==> config.mk <==
export PLATFORM = sky130hd
export DESIGN_NAME = perm_host_agent
export DESIGN_NICKNAME = d
export VERILOG_FILES = /design/src/rtl/perm_host_agent.sv
export SDC_FILE = /design/constraint.sdc
export NUM_CORES = 2
export LEC_CHECK = 0
export ABC_AREA = 0
export BUFFER_PORTS_ARGS = -buffer_cell sky130_fd_sc_hd__clkbuf_2
export CORE_ASPECT_RATIO = 1.75
export CORE_MARGIN = 4
export CORE_UTILIZATION = 40
export DETAILED_ROUTE_END_ITERATION = 12
export SETUP_SLACK_MARGIN = 0.5
export SYNTH_ARGS = -nofsm -noshare
export SYNTH_HDL_FRONTEND = slang
export SYNTH_SLANG_ARGS = --single-unit
==> constraint.sdc <==
create_clock -name clk -period 8.57 [get_ports clk]
set_input_delay 0.4285 -clock clk [delete_from_list [all_inputs] [get_ports clk]]
set_output_delay 0.4285 -clock clk [all_outputs]
set_load 0.02 [all_outputs]
==> src/rtl/perm_host_agent.sv <==
// perm_host_agent
// Host-side responder for the permutation control unit. Holds a DEPTH-slice
// input frame loaded by the host, kicks the controller with a two-cycle
// start pulse, serves one input slice per read_input request and captures
// one result slice per write_output strobe. The captured result frame is
// readable by the host at all times; done reports a finished frame.
//
// Optional build macro: PERM_HOST_WATCHDOG_EN
//   defined   -> 8-bit idle counter in RUN; TIMEOUT idle cycles set err and
//                force DONE.
//   undefined -> RUN waits indefinitely for DEPTH captures.
//
// Ports
//   clk, reset          : rising-edge clock, async active-low reset
//   host_we/waddr/wdata : input frame write port (ignored while busy)
//   host_raddr/rdata    : result frame read port (combinational)
//   go                  : run request (accepted in IDLE or DONE)
//   busy, done, err     : status; err sticky until next accepted go
//   start               : registered start pulse to the controller
//   read_input          : controller fetches next input slice (slice_out)
//   write_output        : controller strobes a result slice (slice_in)
module perm_host_agent #(
  parameter int SLICE_W = 25,
  parameter int DEPTH   = 64,
  parameter int ADDR_W  = 6,
  parameter int TIMEOUT = 255
) (
  input  logic               clk,
  input  logic               reset,
  input  logic               host_we,
  input  logic [ADDR_W-1:0]  host_waddr,
  input  logic [SLICE_W-1:0] host_wdata,
  input  logic [ADDR_W-1:0]  host_raddr,
  output logic [SLICE_W-1:0] host_rdata,
  input  logic               go,
  output logic               busy,
  output logic               done,
  output logic               err,
  output logic               start,
  input  logic               read_input,
  output logic [SLICE_W-1:0] slice_out,
  input  logic               write_output,
  input  logic [SLICE_W-1:0] slice_in
);

  localparam int              START_LEN = 2;
  localparam logic [ADDR_W:0] FULL      = (ADDR_W+1)'(DEPTH);

  if (DEPTH != (1 << ADDR_W)) begin : g_bad_depth
    $error("DEPTH must equal 2**ADDR_W");
  end
  if (TIMEOUT < 1 || TIMEOUT > 255) begin : g_bad_timeout
    $error("TIMEOUT must fit the 8-bit idle counter");
  end

  typedef enum logic [1:0] {IDLE = 2'd0, START = 2'd1, RUN = 2'd2, DONE = 2'd3} state_t;

  state_t state, state_nxt;

  logic [SLICE_W-1:0] in_buf  [DEPTH];
  logic [SLICE_W-1:0] out_buf [DEPTH];

  logic [ADDR_W-1:0] rd_ptr, wr_ptr;
  logic [ADDR_W:0]   rd_cnt, wr_cnt;
  logic [1:0]        st_cnt;
  logic              start_r, err_r;

  logic go_acc, rd_fire, wr_fire, rd_over, wr_early, wr_last, wd_trip;

  // ---------------- status decode ----------------
  assign busy  = (state == START) || (state == RUN);
  assign done  = (state == DONE);
  assign start = start_r;
  assign err   = err_r;

  assign go_acc   = go && ((state == IDLE) || (state == DONE));
  assign rd_fire  = read_input   && (state == RUN);
  assign wr_fire  = write_output && (state == RUN);
  // A read past the end of the frame is flagged and otherwise dropped,
  // so rd_ptr parks at 0 and rd_cnt never exceeds DEPTH.
  assign rd_over  = rd_fire && (rd_cnt == FULL);
  // Result arriving ahead of its input slice; compared on pre-edge counts.
  assign wr_early = wr_fire && (wr_cnt > rd_cnt);
  assign wr_last  = wr_fire && (wr_cnt == FULL - 1'b1);

  // ---------------- optional idle watchdog ----------------
`ifdef PERM_HOST_WATCHDOG_EN
  localparam logic [7:0] TO = 8'(TIMEOUT);
  logic [7:0] idle_cnt;

  // Trip on the edge where the count would reach TIMEOUT.
  assign wd_trip = (state == RUN) && !read_input && !write_output &&
                   (idle_cnt == TO - 8'd1);

  always_ff @(posedge clk or negedge reset) begin
    if (!reset)                                          idle_cnt <= '0;
    else if (state != RUN || read_input || write_output) idle_cnt <= '0;
    else                                                 idle_cnt <= idle_cnt + 8'd1;
  end
`else
  assign wd_trip = 1'b0;
`endif

  // ---------------- FSM ----------------
  always_comb begin
    state_nxt = state;
    case (state)
      IDLE:  if (go) state_nxt = START;
      START: if (st_cnt == 2'(START_LEN - 1)) state_nxt = RUN;
      RUN:   if (wr_last || wd_trip) state_nxt = DONE;
      DONE:  if (go) state_nxt = START;
      default: state_nxt = IDLE;
    endcase
  end

  always_ff @(posedge clk or negedge reset) begin
    if (!reset) begin
      state   <= IDLE;
      start_r <= 1'b0;
      st_cnt  <= '0;
    end else begin
      state   <= state_nxt;
      start_r <= (state_nxt == START);
      st_cnt  <= (state == START) ? st_cnt + 2'd1 : 2'd0;
    end
  end

  // ---------------- pointers, counts, error ----------------
  always_ff @(posedge clk or negedge reset) begin
    if (!reset) begin
      rd_ptr <= '0;
      wr_ptr <= '0;
      rd_cnt <= '0;
      wr_cnt <= '0;
      err_r  <= 1'b0;
    end else if (go_acc) begin
      rd_ptr <= '0;
      wr_ptr <= '0;
      rd_cnt <= '0;
      wr_cnt <= '0;
      err_r  <= 1'b0;
    end else begin
      if (rd_fire && !rd_over) begin
        rd_ptr <= rd_ptr + 1'b1;
        rd_cnt <= rd_cnt + 1'b1;
      end
      if (wr_fire) begin
        wr_ptr <= wr_ptr + 1'b1;
        wr_cnt <= wr_cnt + 1'b1;
      end
      if (rd_over || wr_early || wd_trip) err_r <= 1'b1;
    end
  end

  // ---------------- frame buffers (not reset) ----------------
  always_ff @(posedge clk) begin
    if (host_we && !busy) in_buf[host_waddr] <= host_wdata;
    if (wr_fire)          out_buf[wr_ptr]    <= slice_in;
  end

  assign slice_out  = in_buf[rd_ptr];
  assign host_rdata = out_buf[host_raddr];

endmodule

After elaboration in Yosys (flattened, before gate mapping)
Memory sizes are Yosys's and may differ from the RTL's.
Index checks and enable logic that the tools add are counted.
{ "word_totals": {"reg_bits": 32, "ram_bits": 3200, "inputBits": 68, "out_inout_bits": 54, "memories": 2} }
{ "mem_list": {"columns": ["memory", "words", "word_bits", "read_ports", "rd_ports_with_merged_regs", "write_ports", "line", "text"], "rows": [
  ["in_buf", 64, 25, 1, 0, 1, "60", "logic [SLICE_W-1:0] in_buf [DEPTH];"],
  ["out_buf", 64, 25, 1, 0, 1, "61", "logic [SLICE_W-1:0] out_buf [DEPTH];"]
]} }
{ "classes": {"addsub": 5, "order_cmp": 1, "eq_ne": 7, "n_mux": 19, "n_reduce_logical": 18} }
{ "ops": {"columns": ["cell", "n"], "rows": [
  ["two-way mux 7 bit", 4],
  ["two-way mux 6 bit", 4],
  ["adder 7 x 1 -> 7 bit, second input constant", 2],
  ["adder 6 x 1 -> 6 bit, second input constant", 2],
  ["logical AND 1 bit", 8],
  ["two-way mux 2 bit", 4],
  ["equality test 7 x 6 -> 1 bit, second input constant", 1],
  ["equality test 7 bit, second input constant", 1],
  ["> comparator 7 bit", 1],
  ["equality test 2 x 1 -> 1 bit, second input constant", 3],
  ["two-way mux 1 bit", 6],
  ["one-hot mux 2 bit (3 select lines)", 1],
  ["nonzero test 2 bit", 3],
  ["equality test 2 bit, second input constant", 2],
  ["logical OR 1 bit", 3],
  ["adder 2 x 1 -> 2 bit, second input constant", 1],
  ["logical NOT 1 bit", 2],
  ["logical NOT 2 bit", 1],
  ["OR reduction 2 bit", 1]
]} }

Depth between registers and ports, before layout
{ "depth": {"ltp_word": 7, "depth_mapped": 10, "mapped_depth_nobuf": 7} }

Worst setup path after synthesis
Ideal clock, no wire load.
{ "synth_path": {"kind": "reg2reg", "start": "reg state[0]", "end": "mem out_buf[16][0], enable pin", "setup_time_ps": 470, "arrival_time_ps": 4119, "t_required_ps": 8100, "path_slack_ps": 3980, "stages_incl_launch_ff": 8, "path_buffers": 2, "cell_sequence": "dfrtp_1 inv_1 ha_1 nand2_1 clkbuf_1 or4b_2 clkbuf_1 nor4_1"} }
{ "synth_via": {"elab_chain_len": 4} }
{ "synth_rtl": {"columns": ["element", "line", "text"], "rows": [
  ["start, declared", "58", "state_t state, state_nxt;"],
  ["start signal, assigned", "122", "state <= state_nxt;"],
  ["equality test 2 bit", "78", "assign wr_fire = write_output && (state == RUN);"],
  ["logical AND 1 bit", "78", null],
  ["two-way mux 1 bit", "158", "if (wr_fire) out_buf[wr_ptr] <= slice_in;"],
  ["two-way mux 1 bit (implied by the code)", "158", null],
  ["end, declared", "61", null]
]} }
Every way passes these cells.

Worst setup path in the final report
{ "layout_path": {"start": "reg rd_ptr[3]", "end": "out slice_out[0]"} }
{ "layout_via": {"elab_chain_len": 1} }
{ "layout_rtl": {"columns": ["element", "line", "text"], "rows": [
  ["start, declared", "63", "logic [ADDR_W-1:0] rd_ptr, wr_ptr;"],
  ["start signal, assigned", "144", "rd_ptr <= rd_ptr + 1'b1;"],
  ["memory read (64 x 25 bit)", null, null],
  ["end, declared", "41", "output logic [SLICE_W-1:0] slice_out,"]
]} }
Every way passes these cells.

==> impl_metrics.toml <==
[finish]
finalNetCount = 6272
drive_gt1_frac = 0.264
layout_common_cells = "3200 x edfxtp_1, 660 x mux4_2, 347 x mux2i_1"
area_delta_synth_final_pct = 12.8
nFillCells = 25800
final_cells = 10500
final_common_cell = "edfxtp_1"
finalInstanceArea_um2 = 141000

[global_routing]
met3_usage = 0.0260
met1_usage = 0.233
grt_use_total = 0.211
antenna_found_initial = 7
grt.overflow.total = 0
gr-usage-met2 = 0.382
top_usage_layer = "met2"
grt_max_degree = 118
grt_first_pass_wirelength_um = 482000
grt_pass1_vias = 63100

[clock_tree]
cts.sinks = 3232
cts_resized = 0
tritoncts = "built"
cts_max_level = 5
clk_latency_ns = 0.85
clock-root-buffer = "clkbuf_16"
clock_path_buffers = 4
cts_made_buffers = 301
clkTransAtPathRegs_ns = 0.07

[synthesis]
synthTopCellsByArea = "edfxtp_1 77%, mux4_2 12%, mux2i_1 2.8%"
seq_area_frac_synth = 0.777
syn_nets = 5917
synth_seq_cells = 3232
syn_inst = 5832
async_flop_share = 0.00990
avgSynthCellArea_um2 = 21.4
synth_enable_flop_cells = 3200
post-synth-top-area-cell = "edfxtp_1"
yosysWarnings = 0
synthDistinctLibCells = 66
syn_area_um2 = 125000
synth_top_area_share = 0.770
synth_flop_cell = "edfxtp_1"

[worst_setup_path]
crit_slowest_cell = "dfrtp_2"
startpoint = "rd_ptr[3]$_DFFE_PN0P_"
setup.worst_path.start_class = "register"
cp-end-kind = "output pin"
worstPathArrival_ns = 5.45
cpMostUsedCell = "buf_4"
critPathRequiredTime_ns = 8.14
critical_path.top_delay_family = "buffers and inverters"
crit_buf_inv = 3
crit_chain = "buf_4 -> and2_4 -> buf_4 -> a211o_1 -> o22ai_1 -> nor3_1 -> clkbuf_2"
crit-reg2reg-launch = "state[0]$_DFF_PN0_"
worstPathMaxFanout = 33
max_stage_delay_ns = 1.00
worstSetupPathType = "register to output pin"

[die]
start_util = 0.401
rows = 271
die_h_um = 747
core_um2 = 311000
io_pins = 122
dieArea_um2 = 321000
die_x_um = 430

[sta]
fmax_mhz = 170
fin_crit_sh = 0.686
layout_setup_ws_ns = 2.69
rsz0062_at_grt = "false"
finalHoldViolCount = 0
slew_viol_final = 0
fin_crit_ns = 5.88
setup_viol = 0
tns_ns = 0
tightest_slew_ns = 1.30
fin_skew_ns = 0.0547
relSlewSlack = 0.130

[routing]
post-route-drc-count = 0
routedWlPerCell_um = 32.7
vias_per_cell = 5.78
ant_nets = 0
first_pass_iters = 5
wl_um = 343000
drt-initial-drc-count = 6081
vias = 60800

[placement]
portBuffers = 121
dp.cells = 9976
hpwl_um = 209000
placed_area_um2 = 131000
pre_cts_slack_ns = 3.65
globalplace.congestion = 0.883

[power]
peakVddDrop_uv = 243
power.density_nw_per_um2 = 261
p_total_mw = 36.7
leakage_nw = 43.3

[outcome]
outcome = "finished clean"

[run]
maxCapViolations = 0

[hold_path]
min_from = "host_wdata[5]"
hp-class = "primary input to register"
-- routing by layer --
| metal | vias up | part of all wire | wire length, um |
|---|---|---|---|
| met2 | 2327 | 0.53 | 183000 |
| met1 | 32700 | 0.34 | 116000 |
| met3 | 692 | 0.051 | 17400 |
| li1 | 25100 | - | - |
| met5 | - | 0.00011 | 38 |
| met4 | 4 | 0.077 | 26400 |
-- Yosys cell counts, types with 7 or more instances --
library cell,n
edfxtp_1,3200
mux4_2,660
mux2i_1,352
nor2_1,336
o22ai_1,131
nand2_1,116
buf_2,114
clkbuf_1,108
mux2_2,64
buf_4,62
nand3_1,53
a211o_1,47
a21oi_1,42
a22oi_1,38
dfrtp_1,32
a221oi_1,30
nor2b_1,29
nor3_1,29
a31oi_1,27
buf_6,25
o21ai_0,25
a41oi_1,24
o22a_1,23
a211oi_1,18
buf_1,17
ha_1,17
o21ai_1,17
inv_1,16
a2111oi_1,14
a311oi_1,14
nand3b_1,12
o211ai_1,12
o31ai_1,12
xor2_1,10
a2111oi_2,8
o221ai_1,8
xnor2_1,8
or2_2,7
-- what timing repair did --
action                                  in CTS  in global routing
endpoints found under the hold margin       48                  0
setup buffers                                0                  0
endpoints found under the setup margin       0                  0
hold buffers                                 3                  0
-- state kept, by name, summed over array words and instances, names as in the netlist --
register  count
in_buf     1600
rd_ptr        6
rd_cnt        7
start         1
st_cnt        2
state         2
out_buf    1600
wr_ptr        6
wr_cnt        7
err           1
-- final cells by class --
cell class                 count  area [um^2]  share of cell area
sequential                  3232        96900               0.688
multi-input combinational   2257        26500               0.188
timing repair buffer         379         2700              0.0192
tap                         4095         5120              0.0364
inverter                      16         60.1            0.000427
antenna                        5         12.5           0.0000889
clock inverter               156         1560              0.0111
clock buffer                 365         7920              0.0563
-- where the power goes --
group | internal, mW | leakage [nW] | switching [mW]
registers | 17.5 | 29.2 | 0.210
logic | 2.11 | 9.45 | 3.69
clock network | 7.40 | 4.63 | 5.80
total | 27.0 | 43.3 | 9.69
-- per-stage QoR --
stage	hold slack, ns	util
4_1_cts	0.0138	0.453
3_5_place_dp	0.434	0.422
3_3_place_gp	0.422	0.422
6_report	0.125	0.453
5_1_grt	0.115	0.453
2_1_floorplan	0.133	-
-- path summary, 6_finish.rpt --
check | depth (start not counted) | to | slack, ns
worst max-delay path | 7 | slice_out[0] | 2.69
worst min-delay path | 1 | in_buf[6][5]$_DFFE_PP_ | 0.12
worst max register to register | 6 | out_buf[34][2]$_DFFE_PP_ | 4.86
worst min register to register | 1 | st_cnt[0]$_DFF_PN0_ | 0.43
max in group asynchronous | 2 | rd_ptr[0]$_DFFE_PN0P_ | 7.42
min in group asynchronous | 2 | wr_ptr[5]$_DFFE_PN0P_ | 0.38
-- worst register-to-register path: cells and delay by family (launching register included) --
kind / cells / cell delay [ns]
AND/OR/NAND/NOR: 3 / 2.09
buffers and inverters: 2 / 0.56
adder cells (fa/ha/maj): 1 / 0.24
flip-flops: 1 / 0.42
-- cell families after synthesis --
| family | count (synthesis) | share of synthesized area |
|---|---|---|
| DFF | 3232 | 0.777 |
| muxes | 1076 | 0.153 |
| and+or+nand+nor | 631 | 0.0221 |
| AOI/OAI and AO/OA | 515 | 0.0303 |
| buffers and inverters | 343 | 0.0149 |
| xor gates and xnor gates | 18 | 0.00126 |
| adders and majority gates | 17 | 0.00170 |
No activity file was read; power rests on OpenSTA's default activity.
